$ cat src/rtl/acc_cpu_pkg.sv
// Shared definitions for the accumulator CPU: FSM states, opcode width and opcode values.
package acc_cpu_pkg;

    localparam int OP_W = 5;

    typedef enum logic [2:0] {
        IDLE,
        FETCH,
        EXEC,
        OUT_WAIT,
        HALT
    } state_t;

    localparam logic [OP_W-1:0] OP_NOP  = 5'h00;
    localparam logic [OP_W-1:0] OP_LDI  = 5'h01;
    localparam logic [OP_W-1:0] OP_ADD  = 5'h02;
    localparam logic [OP_W-1:0] OP_SUB  = 5'h03;
    localparam logic [OP_W-1:0] OP_AND  = 5'h04;
    localparam logic [OP_W-1:0] OP_OR   = 5'h05;
    localparam logic [OP_W-1:0] OP_XOR  = 5'h06;
    localparam logic [OP_W-1:0] OP_SHL  = 5'h07;
    localparam logic [OP_W-1:0] OP_SHR  = 5'h08;
    localparam logic [OP_W-1:0] OP_CMP  = 5'h09;
    localparam logic [OP_W-1:0] OP_JMP  = 5'h0A;
    localparam logic [OP_W-1:0] OP_JZ   = 5'h0B;
    localparam logic [OP_W-1:0] OP_JNZ  = 5'h0C;
    localparam logic [OP_W-1:0] OP_JC   = 5'h0D;
    localparam logic [OP_W-1:0] OP_ST   = 5'h0E;
    localparam logic [OP_W-1:0] OP_LD   = 5'h0F;
    localparam logic [OP_W-1:0] OP_OUT  = 5'h10;
    localparam logic [OP_W-1:0] OP_CALL = 5'h11;
    localparam logic [OP_W-1:0] OP_RET  = 5'h12;
    localparam logic [OP_W-1:0] OP_ADC  = 5'h13;
    localparam logic [OP_W-1:0] OP_HALT = 5'h14;

endpackage

$ cat src/rtl/acc_cpu_alu.sv
// Combinational ALU: computes the accumulator result and new flags for arithmetic,
// logic, shift and compare opcodes. Non-ALU opcodes pass acc and carry through.
module acc_cpu_alu
    import acc_cpu_pkg::*;
#(
    parameter int DATA_W = 8
) (
    input  logic [DATA_W-1:0] acc,
    input  logic [DATA_W-1:0] operand,
    input  logic              carry_in,
    input  logic [OP_W-1:0]   opcode,
    output logic [DATA_W-1:0] result,
    output logic              zero,
    output logic              carry,
    output logic              writes_acc
);

    logic [DATA_W:0] sum;

    // Result and flag selection per opcode; zero is compare-equal for CMP, result==0 otherwise.
    // NOTE: every output gets a default before the case so no latch is inferred.
    always_comb begin
        result     = acc;
        carry      = carry_in;
        writes_acc = 1'b0;
        sum        = '0;
        case (opcode)
            OP_LDI: begin
                result     = operand;
                writes_acc = 1'b1;
            end
            OP_ADD, OP_ADC: begin
                sum = {1'b0, acc} + {1'b0, operand}
                    + {{DATA_W{1'b0}}, (opcode == OP_ADC) && carry_in};
                result     = sum[DATA_W-1:0];
                carry      = sum[DATA_W];
                writes_acc = 1'b1;
            end
            OP_SUB: begin
                result     = acc - operand;
                carry      = acc < operand;
                writes_acc = 1'b1;
            end
            OP_AND: begin
                result     = acc & operand;
                carry      = 1'b0;
                writes_acc = 1'b1;
            end
            OP_OR: begin
                result     = acc | operand;
                carry      = 1'b0;
                writes_acc = 1'b1;
            end
            OP_XOR: begin
                result     = acc ^ operand;
                carry      = 1'b0;
                writes_acc = 1'b1;
            end
            OP_SHL: begin
                result     = {acc[DATA_W-2:0], 1'b0};
                carry      = acc[DATA_W-1];
                writes_acc = 1'b1;
            end
            OP_SHR: begin
                result     = {1'b0, acc[DATA_W-1:1]};
                carry      = acc[0];
                writes_acc = 1'b1;
            end
            OP_CMP: begin
                carry = acc < operand;
            end
            default: ;
        endcase
        zero = (opcode == OP_CMP) ? (acc == operand) : (result == '0);
    end

endmodule

$ cat src/rtl/acc_cpu_core.sv
// Accumulator CPU core: loadable instruction memory, data memory, return stack and the
// IDLE/FETCH/EXEC/OUT_WAIT/HALT control FSM with a valid/ready output port.
module acc_cpu_core
    import acc_cpu_pkg::*;
#(
    parameter int DATA_W      = 8,
    parameter int ADDR_W      = 4,
    parameter int STACK_DEPTH = 4
) (
    input  logic                   clk,
    input  logic                   rst_n,
    input  logic                   soft_clr,
    input  logic                   run,
    input  logic                   step,
    input  logic                   prog_we,
    input  logic [ADDR_W-1:0]      prog_addr,
    input  logic [OP_W+DATA_W-1:0] prog_wdata,
    output logic                   out_valid,
    input  logic                   out_ready,
    output logic [DATA_W-1:0]      out_data,
    output logic [DATA_W-1:0]      acc,
    output logic [ADDR_W-1:0]      pc,
    output logic                   zero,
    output logic                   carry,
    output logic                   halted,
    output logic                   fault,
    output logic                   busy
);

    localparam int DEPTH = 1 << ADDR_W;
    localparam int SP_W  = $clog2(STACK_DEPTH + 1);
    localparam int IDX_W = (STACK_DEPTH > 1) ? $clog2(STACK_DEPTH) : 1;

    logic [OP_W+DATA_W-1:0] imem [DEPTH];
    logic [DATA_W-1:0]      dmem [DEPTH];
    logic [ADDR_W-1:0]      ret_stack [STACK_DEPTH];

    state_t            state;
    logic [OP_W-1:0]   ir_op;
    logic [DATA_W-1:0] ir_opd;
    logic [SP_W-1:0]   sp;

    logic [ADDR_W-1:0] ir_addr;
    logic [ADDR_W-1:0] pc_inc;
    logic [SP_W-1:0]   sp_dec;
    logic              stack_full;
    logic              stack_empty;
    logic              illegal;
    logic              exec_now;
    state_t            next_run;

    logic [DATA_W-1:0] alu_result;
    logic              alu_zero;
    logic              alu_carry;
    logic              alu_we;

    assign ir_addr     = ir_opd[ADDR_W-1:0];
    assign pc_inc      = pc + ADDR_W'(1);
    assign sp_dec      = sp - SP_W'(1);
    assign stack_full  = (sp == SP_W'(STACK_DEPTH));
    assign stack_empty = (sp == '0);
    assign illegal     = (ir_op > OP_HALT);
    assign exec_now    = (state == EXEC) && !soft_clr;
    assign next_run    = (run || step) ? FETCH : IDLE;
    assign busy        = (state != IDLE) && (state != HALT);

    acc_cpu_alu #(.DATA_W(DATA_W)) u_alu (
        .acc        (acc),
        .operand    (ir_opd),
        .carry_in   (carry),
        .opcode     (ir_op),
        .result     (alu_result),
        .zero       (alu_zero),
        .carry      (alu_carry),
        .writes_acc (alu_we)
    );

    // Storage writes: program load (only while stopped), ST to data memory, CALL push.
    // NOTE: memories have no reset so they map to RAM and survive rst_n and soft_clr.
    always_ff @(posedge clk) begin
        if (prog_we && !soft_clr && (state == IDLE || state == HALT))
            imem[prog_addr] <= prog_wdata;
        if (exec_now && ir_op == OP_ST)
            dmem[ir_addr] <= acc;
        if (exec_now && ir_op == OP_CALL && !stack_full)
            ret_stack[sp[IDX_W-1:0]] <= pc_inc;
    end

    // Control FSM and all architectural registers; soft_clr outranks every other input.
    // NOTE: state registers use non-blocking assignments so each reads pre-edge values.
    always_ff @(posedge clk or negedge rst_n) begin
        if (!rst_n) begin
            state     <= IDLE;
            ir_op     <= OP_NOP;
            ir_opd    <= '0;
            acc       <= '0;
            pc        <= '0;
            zero      <= 1'b0;
            carry     <= 1'b0;
            halted    <= 1'b0;
            fault     <= 1'b0;
            out_valid <= 1'b0;
            out_data  <= '0;
            sp        <= '0;
        end else if (soft_clr) begin
            state     <= IDLE;
            ir_op     <= OP_NOP;
            ir_opd    <= '0;
            acc       <= '0;
            pc        <= '0;
            zero      <= 1'b0;
            carry     <= 1'b0;
            halted    <= 1'b0;
            fault     <= 1'b0;
            out_valid <= 1'b0;
            out_data  <= '0;
            sp        <= '0;
        end else begin
            case (state)
                IDLE: if (run || step) state <= FETCH;
                FETCH: begin
                    {ir_op, ir_opd} <= imem[pc];
                    state           <= EXEC;
                end
                EXEC: begin
                    state <= next_run;
                    pc    <= pc_inc;
                    if (illegal) begin
                        fault  <= 1'b1;
                        halted <= 1'b1;
                        state  <= HALT;
                        pc     <= pc;
                    end else begin
                        case (ir_op)
                            OP_JMP: pc <= ir_addr;
                            OP_JZ:  if (zero)  pc <= ir_addr;
                            OP_JNZ: if (!zero) pc <= ir_addr;
                            OP_JC:  if (carry) pc <= ir_addr;
                            OP_ST:  ;
                            OP_LD: begin
                                acc  <= dmem[ir_addr];
                                zero <= (dmem[ir_addr] == '0);
                            end
                            OP_OUT: begin
                                out_data  <= acc;
                                out_valid <= 1'b1;
                                state     <= OUT_WAIT;
                            end
                            OP_CALL: begin
                                if (stack_full) begin
                                    fault  <= 1'b1;
                                    halted <= 1'b1;
                                    state  <= HALT;
                                    pc     <= pc;
                                end else begin
                                    sp <= sp + SP_W'(1);
                                    pc <= ir_addr;
                                end
                            end
                            OP_RET: begin
                                if (stack_empty) begin
                                    fault  <= 1'b1;
                                    halted <= 1'b1;
                                    state  <= HALT;
                                    pc     <= pc;
                                end else begin
                                    sp <= sp_dec;
                                    pc <= ret_stack[sp_dec[IDX_W-1:0]];
                                end
                            end
                            OP_HALT: begin
                                halted <= 1'b1;
                                state  <= HALT;
                                pc     <= pc;
                            end
                            default: begin
                                if (alu_we) acc <= alu_result;
                                if (alu_we || ir_op == OP_CMP) zero <= alu_zero;
                                carry <= alu_carry;
                            end
                        endcase
                    end
                end
                OUT_WAIT: begin
                    if (out_ready) begin
                        out_valid <= 1'b0;
                        state     <= next_run;
                    end
                end
                HALT: ;
                default: state <= IDLE;
            endcase
        end
    end

endmodule

$ cat config.mk
export PLATFORM = sky130hd
export DESIGN_NAME = acc_cpu_core
export DESIGN_NICKNAME = d
export VERILOG_FILES = /design/src/rtl/acc_cpu_pkg.sv /design/src/rtl/acc_cpu_alu.sv /design/src/rtl/acc_cpu_core.sv
export SDC_FILE = /design/constraint.sdc
export NUM_CORES = 1
export LEC_CHECK = 0
export BUFFER_PORTS_ARGS = -buffer_cell sky130_fd_sc_hd__buf_2
export CAP_MARGIN = 10
export CORE_ASPECT_RATIO = 0.7
export CORE_MARGIN = 4
export CORE_UTILIZATION = 47
export DETAILED_ROUTE_END_ITERATION = 16
export PLACE_DENSITY = 0.64
export SETUP_SLACK_MARGIN = 0.1
export SLEW_MARGIN = 10
export SYNTH_ARGS = -nofsm -noshare
export SYNTH_HDL_FRONTEND = slang
export SYNTH_SLANG_ARGS = --single-unit
$ cat constraint.sdc
create_clock -name clk -period 4.78 [get_ports clk]
set_clock_uncertainty 0.15 [all_clocks]
set_input_delay 1.434 -clock clk [delete_from_list [all_inputs] [get_ports clk]]
set_output_delay 1.434 -clock clk [all_outputs]
set_load 0.005 [all_outputs]
==> metrics.txt <==
Slowest cell on crit path fa_1; Worst Tran Pin Value 1.182 ns; total grt overflow 0; worst slack at placement 1.069 ns; DRC Markers 0; hold buffer count at cts 0; count leader, synth edfxtp_1; Filler cells 2845; async set-reset flop share out of synthesis 0.1111; Post-synth EDFFs 352; worst hold stages 2; setup total negative slack 0 ns; first-pass GRT wire length 63.08 mm; Max rail drop VDD 0.0002766 V; Mapped Area 17370 sq um; row count 58; Synth warnings 0; flops & latches, synth 396; CTS root buffer clkbuf_16; sequential fraction of the synthesis area 0.6719; area leader, netlist edfxtp_1; min-delay src fault$_DFFE_PN0P_; max-slew violations 0; Worst Path Required 5.09 ns; CTS Buffer Depth 3; clock sinks 396; CTS H-Tree Depth 2; via count 10047; post-CTS setup buffers 0; largest net degree at the start of global routing 46; vias in the first global route 9880; Die H 168.8 microns; Mapped Cells 1068; fin crit period 3.846 ns; register area 11680 sq um; HPWL after DPL 27.64 mm; Most used DFF post-synth edfxtp_1; Initial Util 0.4796; Hold EP fault$_DFFE_PN0P_; initial antenna violation count 0; number of CTS-inserted buffers 39; kind of critical path register to register; Core ar. 36210 sq um; Tcrit/Tclk final 0.8047; worst rel slew slack 0.2094; syn_nets 1126; Total Die Area 40150 sq um; vias per cell 6.056; syn_area_per_cell 16.26 sq um; final net count 1207; port bufs 49; Distinct cells, synth 70; CP peak stage delay 0.45 ns; worst skew pair latency 0.55 ns; area growth from synthesis to layout 12.81%; reg-to-reg critical path startpoint ir_op[3]$_DFFE_PN0P_; Area contributors post-synth edfxtp_1 (61%), mux4_2 (13%), dfrtp_1 (6.3%), ha_1 (2.2%), nor2_1 (1.8%); initial drt markers 1306; Final ANT Viol Nets 0; max cap viols 0; Clock Pin Slew Worst Setup and Hold Paths 0.06 ns; drt wl/cell 24.85 microns; DRT Wirelength 41.22 mm; Total Routing Usage GR 0.2079; Worst Hold Class register to register; Antenna Cells 0; share of layout cells above drive strength 1 0.2290; pwr/cell area 388.5 nW/um^2; Setup violations, final 0; CP endpoint kind register; Worst Path Arrival 4.16 ns; Reg2Reg Setup Slack 0.93 ns; worst-case reg-to-reg path depth 12; CP max FO 25; final count of hold timing violations 0; post-synth top area share 0.6086; fmax 260.0 MHz; post-CTS sizing 0; CP Cell Sequence buf_4 -> nor2_1 -> nand4_1 -> fa_1 -> fa_1 -> nand2b_1 -> a31oi_1 -> o32ai_1 -> o32ai_1 -> nor4b_1 -> o2111ai_1 -> a21oi_2; outcome finished, final reports clean; Leak Pwr 6.535 nW; most frequent cells after synthesis edfxtp_1 (352), mux4_2 (98), nor2_1 (81), nand2_1 (64), dfrtp_1 (44); CTS tree yes; RSZ-0062 raised after global routing false; Initial DRT Pass Iterations 8; routability cong. 0.9545; IO Pins 50; Multi-input gate area 5279 sq um; Die Wd 237.8 microns; Final Worst Setup Slack 0.9337 ns; startpoint class of the critical path register; Reg-to-Reg End zero$_DFFE_PN0P_
-- logic make-up after synthesis --
kind of cell,synth area share
buffers and inverters,0.02528
muxes,0.1376
DFF,0.6719
adders and majority gates,0.02579
xor gates and xnor gates,0.006051
and+or+nand+nor,0.07009
AOI/OAI and AO/OA,0.06325
-- metal layers --
layer	wire length, microns	global-route usage	vias up
met5	0	0	-
met4	540	0.03831	0
met3	3875	0.04658	39
met2	17380	0.2822	484
met1	19430	0.3462	5131
li1	-	-	4393
-- cell usage in the layout, fill, tap and decap left out, types with 7 or more instances in the layout --
master and n:
nor3_1 16, inv_1 43, clkinv_1 8, mux4_2 98
buf_4 49, ha_1 31, xnor2_1 10, o21ai_0 23
nand2b_1 10, a211oi_1 12, clkinv_2 8, dfrtp_1 40
o22ai_1 11, a22oi_1 15, buf_2 49, nand2_1 64
nor2_1 81, clkbuf_1 7, nand3_1 21, clkbuf_16 40
a21oi_1 36, edfxtp_1 352, mux2i_1 7, nor2b_1 13
-- power by group --
| group | internal, mW | switching [mW] |
|---|---|---|
| Sequential | 3.80 | 0.0365 |
| Combinational | 0.295 | 0.478 |
| Clock | 1.74 | 1.27 |
| Total | 5.83 | 1.78 |
-- sequential cells by signal, indices dropped and copies added (netlist names) --
register   flops
out_valid      1
pc             4
imem         208
zero           1
fault          1
ir_op          5
out_data       8
dmem         128
ret_stack     16
halted         1
sp             3
carry          1
ir_opd         8
acc            8
state          3
-- through the flow --
step	util	hold slack [ns]	power, mW	cell area (sq um)	instances
CTS	0.5411	0.3642	7.655	19600	1659
global route	0.5411	0.3830	7.891	19600	1659
global placement	0.5063	0.3342	4.664	18330	1588
floorplan	-	0.3253	4.414	17370	1068
detailed placement	0.5063	0.3486	4.666	18330	1588
finish	0.5411	0.3573	7.612	19600	1659
-- critical path: cells and delay by family, from the launching register on --
kind / cells / cell delay (ns)
adders and majority gates: 2 / 0.88
and+or+nand+nor: 4 / 1.09
buffers and inverters: 1 / 0.22
AOI/OAI and AO/OA: 5 / 1.07
DFF: 1 / 0.36
-- worst max path at each step --
stage | startpoint | endpoint | slack [ns]
after floorplan | soft_clr | imem[0][0]$_DFFE_PP_ | 1.12
after global placement | soft_clr | dmem[5][6]$_DFFE_PP_ | 1.08
after detailed placement | soft_clr | dmem[5][6]$_DFFE_PP_ | 1.07
after CTS | ir_op[3]$_DFFE_PN0P_ | zero$_DFFE_PN0P_ | 1.08
after global routing | ir_op[3]$_DFFE_PN0P_ | zero$_DFFE_PN0P_ | 0.70
final | ir_op[3]$_DFFE_PN0P_ | zero$_DFFE_PN0P_ | 0.93
-- cell type report --
class	count	share of cell area
Sequential cell	396	0.5960
Multi-Input combinational cell	571	0.2694
Clock buffer	49	0.05383
Timing Repair Buffer	98	0.03129
Tap cell	480	0.03065
Clock inverter	22	0.01060
Inverter	43	0.008237
No activity file was read; power rests on OpenSTA's default activity.
